[src/rtl/branch_outcome_queue_if.sv]
//------------------------------------------------------------------------------
// Module      : branch_outcome_queue_if
// Description : Push/pop/update bundle between predictor, resolver and queue.
// Revision    : 1.0 - initial release
//------------------------------------------------------------------------------
`default_nettype none

interface branch_outcome_queue_if #(
    parameter int DEPTH = 4,
    parameter int CNT_W = 16
);
    logic                       pred_valid;
    logic                       pred_taken;
    logic                       pred_ready;
    logic                       res_valid;
    logic                       res_taken;
    logic                       upd_result;
    logic                       upd_taken;
    logic                       mispredict;
    logic [$clog2(DEPTH):0]     count;
    logic [CNT_W-1:0]           total_cnt;
    logic [CNT_W-1:0]           miss_cnt;
    logic                       err_underflow;

    modport master (
        output pred_valid, pred_taken, res_valid, res_taken,
        input  pred_ready, upd_result, upd_taken, mispredict,
               count, total_cnt, miss_cnt, err_underflow
    );

    modport slave (
        input  pred_valid, pred_taken, res_valid, res_taken,
        output pred_ready, upd_result, upd_taken, mispredict,
               count, total_cnt, miss_cnt, err_underflow
    );
endinterface

`default_nettype wire

[src/rtl/branch_outcome_queue.sv]
//------------------------------------------------------------------------------
// Module      : branch_outcome_queue
// Description : In-order prediction tracking FIFO feeding predictor updates.
// Revision    : 1.0 - initial release
//------------------------------------------------------------------------------
`default_nettype none

module branch_outcome_queue #(
    parameter int DEPTH = 4,
    parameter int CNT_W = 16
) (
    input  wire logic               clk,
    input  wire logic               rst,
    branch_outcome_queue_if.slave   bus
);
    localparam int                  c_addr_w  = $clog2(DEPTH);
    localparam logic [c_addr_w:0]   c_depth   = (c_addr_w+1)'(DEPTH);
    localparam logic [c_addr_w:0]   c_cnt_one = {{c_addr_w{1'b0}}, 1'b1};
    localparam logic [c_addr_w-1:0] c_ptr_one = {{(c_addr_w-1){1'b0}}, 1'b1};
    localparam logic [CNT_W-1:0]    c_st_one  = {{(CNT_W-1){1'b0}}, 1'b1};

    logic [DEPTH-1:0]    r_mem;
    logic [c_addr_w-1:0] r_wp;
    logic [c_addr_w-1:0] r_rp;
    logic [c_addr_w:0]   r_count;
    logic                r_upd_result;
    logic                r_upd_taken;
    logic                r_mispredict;
    logic [CNT_W-1:0]    r_total_cnt;
    logic [CNT_W-1:0]    r_miss_cnt;
    logic                r_err_underflow;

    logic w_full;
    logic w_empty;
    logic w_push;
    logic w_pop;
    logic w_miss;

    assign w_full  = (r_count == c_depth);
    assign w_empty = (r_count == '0);
    // Push is gated by the registered full flag only; a same-cycle pop never frees a slot.
    assign w_push  = bus.pred_valid & ~w_full;
    assign w_pop   = bus.res_valid & ~w_empty;
    assign w_miss  = r_mem[r_rp] ^ bus.res_taken;

    // Entries are never cleared; pointers and occupancy alone define validity.
    always_ff @(posedge clk) begin
        if (!rst && w_push) begin
            r_mem[r_wp] <= bus.pred_taken;
        end
    end

    always_ff @(posedge clk) begin
        if (rst) begin
            r_wp            <= '0;
            r_rp            <= '0;
            r_count         <= '0;
            r_upd_result    <= 1'b0;
            r_upd_taken     <= 1'b0;
            r_mispredict    <= 1'b0;
            r_total_cnt     <= '0;
            r_miss_cnt      <= '0;
            r_err_underflow <= 1'b0;
        end else begin
            if (w_push) begin
                r_wp <= r_wp + c_ptr_one;
            end
            if (w_pop) begin
                r_rp <= r_rp + c_ptr_one;
            end
            if (w_push && !w_pop) begin
                r_count <= r_count + c_cnt_one;
            end else if (w_pop && !w_push) begin
                r_count <= r_count - c_cnt_one;
            end

            r_upd_result <= w_pop;
            r_mispredict <= w_pop & w_miss;
            if (w_pop) begin
                r_upd_taken <= bus.res_taken;
                if (r_total_cnt != '1) begin
                    r_total_cnt <= r_total_cnt + c_st_one;
                end
                if (w_miss && (r_miss_cnt != '1)) begin
                    r_miss_cnt <= r_miss_cnt + c_st_one;
                end
            end

            if (bus.res_valid && w_empty) begin
                r_err_underflow <= 1'b1;
            end
        end
    end

    assign bus.pred_ready    = ~w_full;
    assign bus.count         = r_count;
    assign bus.upd_result    = r_upd_result;
    assign bus.upd_taken     = r_upd_taken;
    assign bus.mispredict    = r_mispredict;
    assign bus.total_cnt     = r_total_cnt;
    assign bus.miss_cnt      = r_miss_cnt;
    assign bus.err_underflow = r_err_underflow;
endmodule

`default_nettype wire
[src/flat_wrapper.sv]
// flat-port wrapper written by rule: the top's interface ports become plain ports
module branch_outcome_queue_flat 
#(
    parameter int DEPTH = 4,
    parameter int CNT_W = 16
)
  (clk, rst, bus_pred_valid, bus_pred_taken, bus_res_valid, bus_res_taken, bus_pred_ready, bus_upd_result, bus_upd_taken, bus_mispredict, bus_count, bus_total_cnt, bus_miss_cnt, bus_err_underflow);
  branch_outcome_queue_if #(.DEPTH(DEPTH), .CNT_W(CNT_W)) bus_i ();
  input  wire logic clk;
  input  wire logic rst;
  input wire logic [$bits(bus_i.pred_valid)-1:0] bus_pred_valid;
  input wire logic [$bits(bus_i.pred_taken)-1:0] bus_pred_taken;
  input wire logic [$bits(bus_i.res_valid)-1:0] bus_res_valid;
  input wire logic [$bits(bus_i.res_taken)-1:0] bus_res_taken;
  output wire logic [$bits(bus_i.pred_ready)-1:0] bus_pred_ready;
  output wire logic [$bits(bus_i.upd_result)-1:0] bus_upd_result;
  output wire logic [$bits(bus_i.upd_taken)-1:0] bus_upd_taken;
  output wire logic [$bits(bus_i.mispredict)-1:0] bus_mispredict;
  output wire logic [$bits(bus_i.count)-1:0] bus_count;
  output wire logic [$bits(bus_i.total_cnt)-1:0] bus_total_cnt;
  output wire logic [$bits(bus_i.miss_cnt)-1:0] bus_miss_cnt;
  output wire logic [$bits(bus_i.err_underflow)-1:0] bus_err_underflow;
  assign bus_i.pred_valid = bus_pred_valid;
  assign bus_i.pred_taken = bus_pred_taken;
  assign bus_i.res_valid = bus_res_valid;
  assign bus_i.res_taken = bus_res_taken;
  assign bus_pred_ready = bus_i.pred_ready;
  assign bus_upd_result = bus_i.upd_result;
  assign bus_upd_taken = bus_i.upd_taken;
  assign bus_mispredict = bus_i.mispredict;
  assign bus_count = bus_i.count;
  assign bus_total_cnt = bus_i.total_cnt;
  assign bus_miss_cnt = bus_i.miss_cnt;
  assign bus_err_underflow = bus_i.err_underflow;
  branch_outcome_queue #(.DEPTH(DEPTH), .CNT_W(CNT_W)) u_core (.clk(clk), .rst(rst), .bus(bus_i));
endmodule
[config.mk]
export PLATFORM = sky130hd
export DESIGN_NAME = branch_outcome_queue_flat
export DESIGN_NICKNAME = d
export VERILOG_FILES = /design/src/rtl/branch_outcome_queue_if.sv /design/src/rtl/branch_outcome_queue.sv /design/src/flat_wrapper.sv
export SDC_FILE = /design/constraint.sdc
export NUM_CORES = 1
export LEC_CHECK = 0
export ABC_AREA = 1
export CAP_MARGIN = 20
export CORE_UTILIZATION = 48
export CTS_CLUSTER_SIZE = 12
export DETAILED_ROUTE_END_ITERATION = 12
export PLACE_DENSITY = 0.81
export SYNTH_ARGS = -nofsm -noshare
export SYNTH_HDL_FRONTEND = slang
export SYNTH_SLANG_ARGS = --single-unit
[constraint.sdc]
create_clock -name clk -period 1.9 [get_ports clk]
set_input_delay 0.38 -clock clk [delete_from_list [all_inputs] [get_ports clk]]
set_output_delay 0.38 -clock clk [all_outputs]
set_load 0.05 [all_outputs]
-- Word level (Yosys, flattened, before mapping)
Index checks and enable logic that the tools add are counted.
- word-level logic and storage cells: 48
- RAM bits: 0
- memories kept: 0
- bits in latches: 0
- output and inout port bits: 40
- register bits: 47
- input bits: 6
- bits in read-only memories: 0
- add/subtract/negate cells: 6
- reductions and logical operators: 13
- divide/modulo/power cells: 0
- shifts and indexed selects: 0
- bitwise operators: 6
- multipliers: 0
- order comparisons: 3
- eq/ne operators: 3
- muxes and demuxes: 7
- operator list (operator ; count):
    $add A16 B1 Y16 const B ; 2
    $ne A16 B16 Y1 const B ; 2
    $logic_and A1 B1 Y1 ; 6
    $lt A2 B3 Y1 const B ; 2
    $mux W3 ; 2
    $add A2 B1 Y2 const B ; 2
    $bwmux W4 ; 1
    $reduce_and A2 Y1 ; 2
    $add A3 B1 Y3 const B ; 1
    $and A1 B1 Y1 ; 3
    $eq A3 B3 Y1 const B ; 1
    $logic_not A1 Y1 ; 3
    $logic_not A3 Y1 ; 1
    $sub A3 B1 Y3 const B ; 1
    $bmux W1 S2 ; 1
    $demux W1 S2 ; 1
    $ge A2 B1 Y1 const B ; 1
    $mux W1 ; 2
    $not A1 Y1 ; 2
    $reduce_bool A2 Y1 ; 1
    $xor A1 B1 Y1 ; 1

-- Longest topological paths before layout
- depth in word-level cells: 7
- gate-level depth with buffers: 11
- gate-level depth less buffers: 11

-- Least setup slack after synthesis
Ideal clock, no wire load.
- kind: register to register
- start point: register u_core.r_count[1] (netlist: u_core.bus.count[1])
- end point: register u_core.r_count[2] (netlist: u_core.bus.count[2])
- path slack: -854 ps
- path buffers: 0
- cell stages (with the launch flop): 12
- setup time: 122 ps
- arrival: 2632 ps
- period minus slack after synthesis: 2754 ps
- cell sequence: dfxtp_1 -> inv_1 -> nand3_1 -> nand2_1 -> inv_1 -> ha_1 -> inv_1 -> fa_1 -> a21oi_1 -> o21ai_0 -> o21ai_0 -> a21oi_1
- cells in the longest elaborated chain, start to end: 6
- elaborated cells between the ends (all ways): 15
- RTL lines (element ; line ; RTL):
    start: declaration ; branch_outcome_queue.sv:25 ; logic [c_addr_w:0] r_count;
    start signal: assignment ; branch_outcome_queue.sv:72 ; r_count <= r_count + c_cnt_one;
    start signal: assignment ; branch_outcome_queue.sv:74 ; r_count <= r_count - c_cnt_one;
    $eq A3 B3 Y1 (*) ; branch_outcome_queue.sv:39 ; assign w_full = (r_count == c_depth);
    $not A1 Y1 (*) ; -- ;
    net bus_pred_ready ; flat_wrapper.sv:15 ; output wire logic [$bits(bus_i.pred_ready)-1:0] bus_pred_ready;
    $and A1 B1 Y1 (*) ; branch_outcome_queue.sv:42 ; assign w_push = bus.pred_valid & ~w_full;
    net u_core.w_push ; branch_outcome_queue.sv:35 ; logic w_push;
    $logic_not A1 Y1 ; branch_outcome_queue.sv:73 ; end else if (w_pop && !w_push) begin
    $logic_and A1 B1 Y1 ; branch_outcome_queue.sv:73 ;
    $reduce_bool A2 Y1 (no line) ; -- ;
The timed path passes the listed nets; every way through them passes the cells marked *. The select of a mux whose other input is x is not followed.
A chain may end at the register's enable or synchronous reset.

-- Worst setup path in the final report
- start point: register u_core.r_upd_taken (netlist: u_core.bus.upd_taken)
- end point: output port bus_upd_taken
- RTL lines (element ; line ; RTL):
    start: declaration ; branch_outcome_queue.sv:27 ; logic r_upd_taken;
    start signal: assignment ; branch_outcome_queue.sv:80 ; r_upd_taken <= bus.res_taken;
    end: declaration ; flat_wrapper.sv:17 ; output wire logic [$bits(bus_i.upd_taken)-1:0] bus_upd_taken;
No word-level cell between the ends.

==> impl_metrics.json <==
{
  "status": "finished, final reports clean",
  "grt_pass1_vias": 2197,
  "floorplan.initialDensity": 0.504,
  "switchingPower_mw": 1.37,
  "hold_ws_ps": 470,
  "postPlaceCellArea_mm2": 0.00309,
  "path_clk_slew_ps": 90,
  "pwr-share-comb": 0.401,
  "synth_top_family_by_area": "simple AND/OR/NAND/NOR gates",
  "clk_latency_ps": 310,
  "path_cells": "clkdlybuf4s50_1",
  "synth_cell_type_count": 34,
  "start_kind": "flip-flop",
  "path_max_fanout": 2,
  "first_pass_iters": 4,
  "ios": 46,
  "crit_required_ps": 1520,
  "dieArea_mm2": 0.00573,
  "grt_use_total": 0.219,
  "crit_type": "flip-flop to output pin",
  "routed_wl_um": 5620,
  "ir_drop_uv": 779,
  "num_antenna_cells": 0,
  "final_common_cell": "nand2_1",
  "area.growth.synth_to_final_pct": 23.8,
  "max_freq_mhz": 542,
  "fin_nets": 439,
  "drtIter0Drc": 141,
  "ctsHtreeMaxLevel": 2,
  "grt_pass1_wl_um": 9630,
  "drc": 0,
  "syn-instance-count": 372,
  "internal-power_mw": 2.01,
  "synthFlopType": "dfxtp_1",
  "yosysWarningCount": 0,
  "cts_tree": "yes",
  "synth_top_area_frac": 0.330,
  "clock_skew_ps": 14.2,
  "yosysTopAreaCell": "dfxtp_1",
  "max_slew_margin": 0.656,
  "drive_gt1_frac": 0.207,
  "dp_cells": 486,
  "synth.area.top_cells": "dfxtp_1, nand2_1, nor2_1, nand3_1, inv_1",
  "hpwl_um": 4050,
  "cts_buffers": 5,
  "period_share": 0.970,
  "synth-xor-area-share": 0.00672,
  "power_leakage_nw": 1.41,
  "gp_congestion": 0.851,
  "muxShareOfSynthArea": 0,
  "synth-seq-cells": 47,
  "syn_area_mm2": 0.00261,
  "yosysSeqAreaShare": 0.376,
  "tightest_slew_ps": 514,
  "tns_ps": 0,
  "overflow": 0,
  "cts-hold-fix-buffers": 0,
  "synth_compound_area_frac": 0.117,
  "power_per_cell_area_mw_per_mm2": 1050,
  "crit_path_top_delay_cell": "clkdlybuf4s50_1",
  "setup_viol": 0,
  "rsz0062_at_grt": "false",
  "avgViaCountPerCell": 4.95,
  "pwr-share-clk": 0.220,
  "yosys.area_share.adder": 0.0413,
  "fill_cells": 491,
  "synth-simple-area-share": 0.358,
  "layout_common_cells": "nand2_1, nor2_1, inv_1, buf_4, dfxtp_1",
  "final_cell_area_mm2": 0.00323,
  "postRouteAntennaNets": 0,
  "cpLargestDelayFamily": "buffers and inverters",
  "drv_cap": 0,
  "arrival_ps": 1460,
  "cts-root-buf": "clkbuf_8",
  "syn_nets": 386,
  "core_area_mm2": 0.00517,
  "io_buffers": 45,
  "clockBufferDepth": 2,
  "hold_class": "flip-flop to flip-flop",
  "p_seq_frac": 0.379,
  "routedWlPerCell_um": 11.3,
  "fin_cells": 496,
  "postSynthAreaPerCell_um2": 7.01,
  "max_stage_delay_ps": 820,
  "synthArstFlopShare": 0,
  "crit_path_end_kind": "output pin",
  "crit_buf_inv": 1,
  "row_count": 26,
  "die_h_um": 75.7,
  "vias": 2457,
  "antenna_found_initial": 0,
  "final_hold_viol_count": 0,
  "period_minus_slack_ps": 1840,
  "grt_max_degree": 27,
  "die_width_um": 75.7,
  "cts_num_sinks": 47,
  "p_sw_frac": 0.405,
  "synth_edf_count": 4,
  "drv_slew": 0
}
-- per-layer routing --
metal | share of wire | GRT usage | wire length [µm]
met4 | 0.015 | 0.0823 | 87
met5 | 0 | 0 | 0
met1 | 0.45 | 0.280 | 2550
met3 | 0.026 | 0.0331 | 145
met2 | 0.51 | 0.375 | 2840
-- final cells by class --
cell class | count | area, µm² | area share
clock buffer | 6 | 72.6 | 0.0225
inverter | 50 | 190 | 0.0589
clock inverter | 2 | 36.3 | 0.0112
sequential | 47 | 992 | 0.307
tap | 70 | 87.6 | 0.0271
multi-input combinational | 266 | 1380 | 0.429
timing repair buffer | 55 | 465 | 0.144
-- Yosys cell counts (4+ instances only) --
| cell | n |
|---|---|
| inv_1 | 44 |
| nand2_1 | 84 |
| ha_1 | 7 |
| nand3_1 | 34 |
| o21ai_0 | 12 |
| inv_2 | 6 |
| a21oi_1 | 30 |
| nor2_1 | 60 |
| dfxtp_1 | 43 |
| nor2_2 | 4 |
| buf_6 | 5 |
| nand2_2 | 5 |
| edfxtp_1 | 4 |
| nor3_1 | 5 |
-- stage by stage --
| stage | setup slack, ps | total power, mW | util |
|---|---|---|---|
| 2_1_floorplan | -36.0 | 2.27 | - |
| 3_3_place_gp | -114 | 2.57 | 0.597 |
| 3_5_place_dp | -138 | 2.60 | 0.597 |
| 4_1_cts | 11.3 | 3.35 | 0.618 |
| 5_1_grt | 2.78 | 3.59 | 0.624 |
| 6_report | 56.4 | 3.38 | 0.624 |
-- timing repair --
| action | in CTS | in global routing |
|---|---|---|
| endpoints found under the setup margin | 0 | 2 |
| gates resized for setup | 0 | 1 |
| setup buffers | 0 | 2 |
| hold endpoints to repair | 0 | 0 |
-- sequential cells by signal, indices dropped and copies added, names as in the netlist --
| register | cells |
|---|---|
| u_core.bus.err_underflow | 1 |
| u_core.bus.upd_taken | 1 |
| u_core.bus.total_cnt | 16 |
| u_core.bus.count | 3 |
| u_core.r_wp | 2 |
| u_core.r_mem | 4 |
| u_core.bus.upd_result | 1 |
| u_core.r_rp | 2 |
| u_core.bus.miss_cnt | 16 |
| u_core.bus.mispredict | 1 |
-- cells by family (layout without fill, tap and decap cells) --
kind of cell    after synthesis  count (layout)
simple gates                206             206
flops                        47              47
xor+xnor                      2               2
fa+ha+maj                     8               8
buf+inv                      59             113
compound gates               50              50
-- power by group through the flow --
stage / clock (mW) / combinational (mW) / sequential (mW)
floorplan: 0 / 0.689 / 1.58
detailed placement: 0 / 1.30 / 1.30
finish: 0.743 / 1.36 / 1.28
CTS: 0.765 / 1.31 / 1.28
global route: 0.790 / 1.49 / 1.30
global placement: 0 / 1.27 / 1.30
-- path summary, 6_finish.rpt --
path | slack [ps] | from | to | depth (start not counted)
setup / recovery | 60 | u_core.bus.upd_taken | bus_upd_taken | 1
hold / removal | 470 | u_core.bus.err_underflow | u_core.bus.err_underflow | 1
setup reg to reg | 150 | u_core.bus.count[1] | u_core.bus.count[2] | 8
hold reg to reg | 470 | u_core.bus.err_underflow | u_core.bus.err_underflow | 1
No activity file was read; power rests on OpenSTA's default activity.
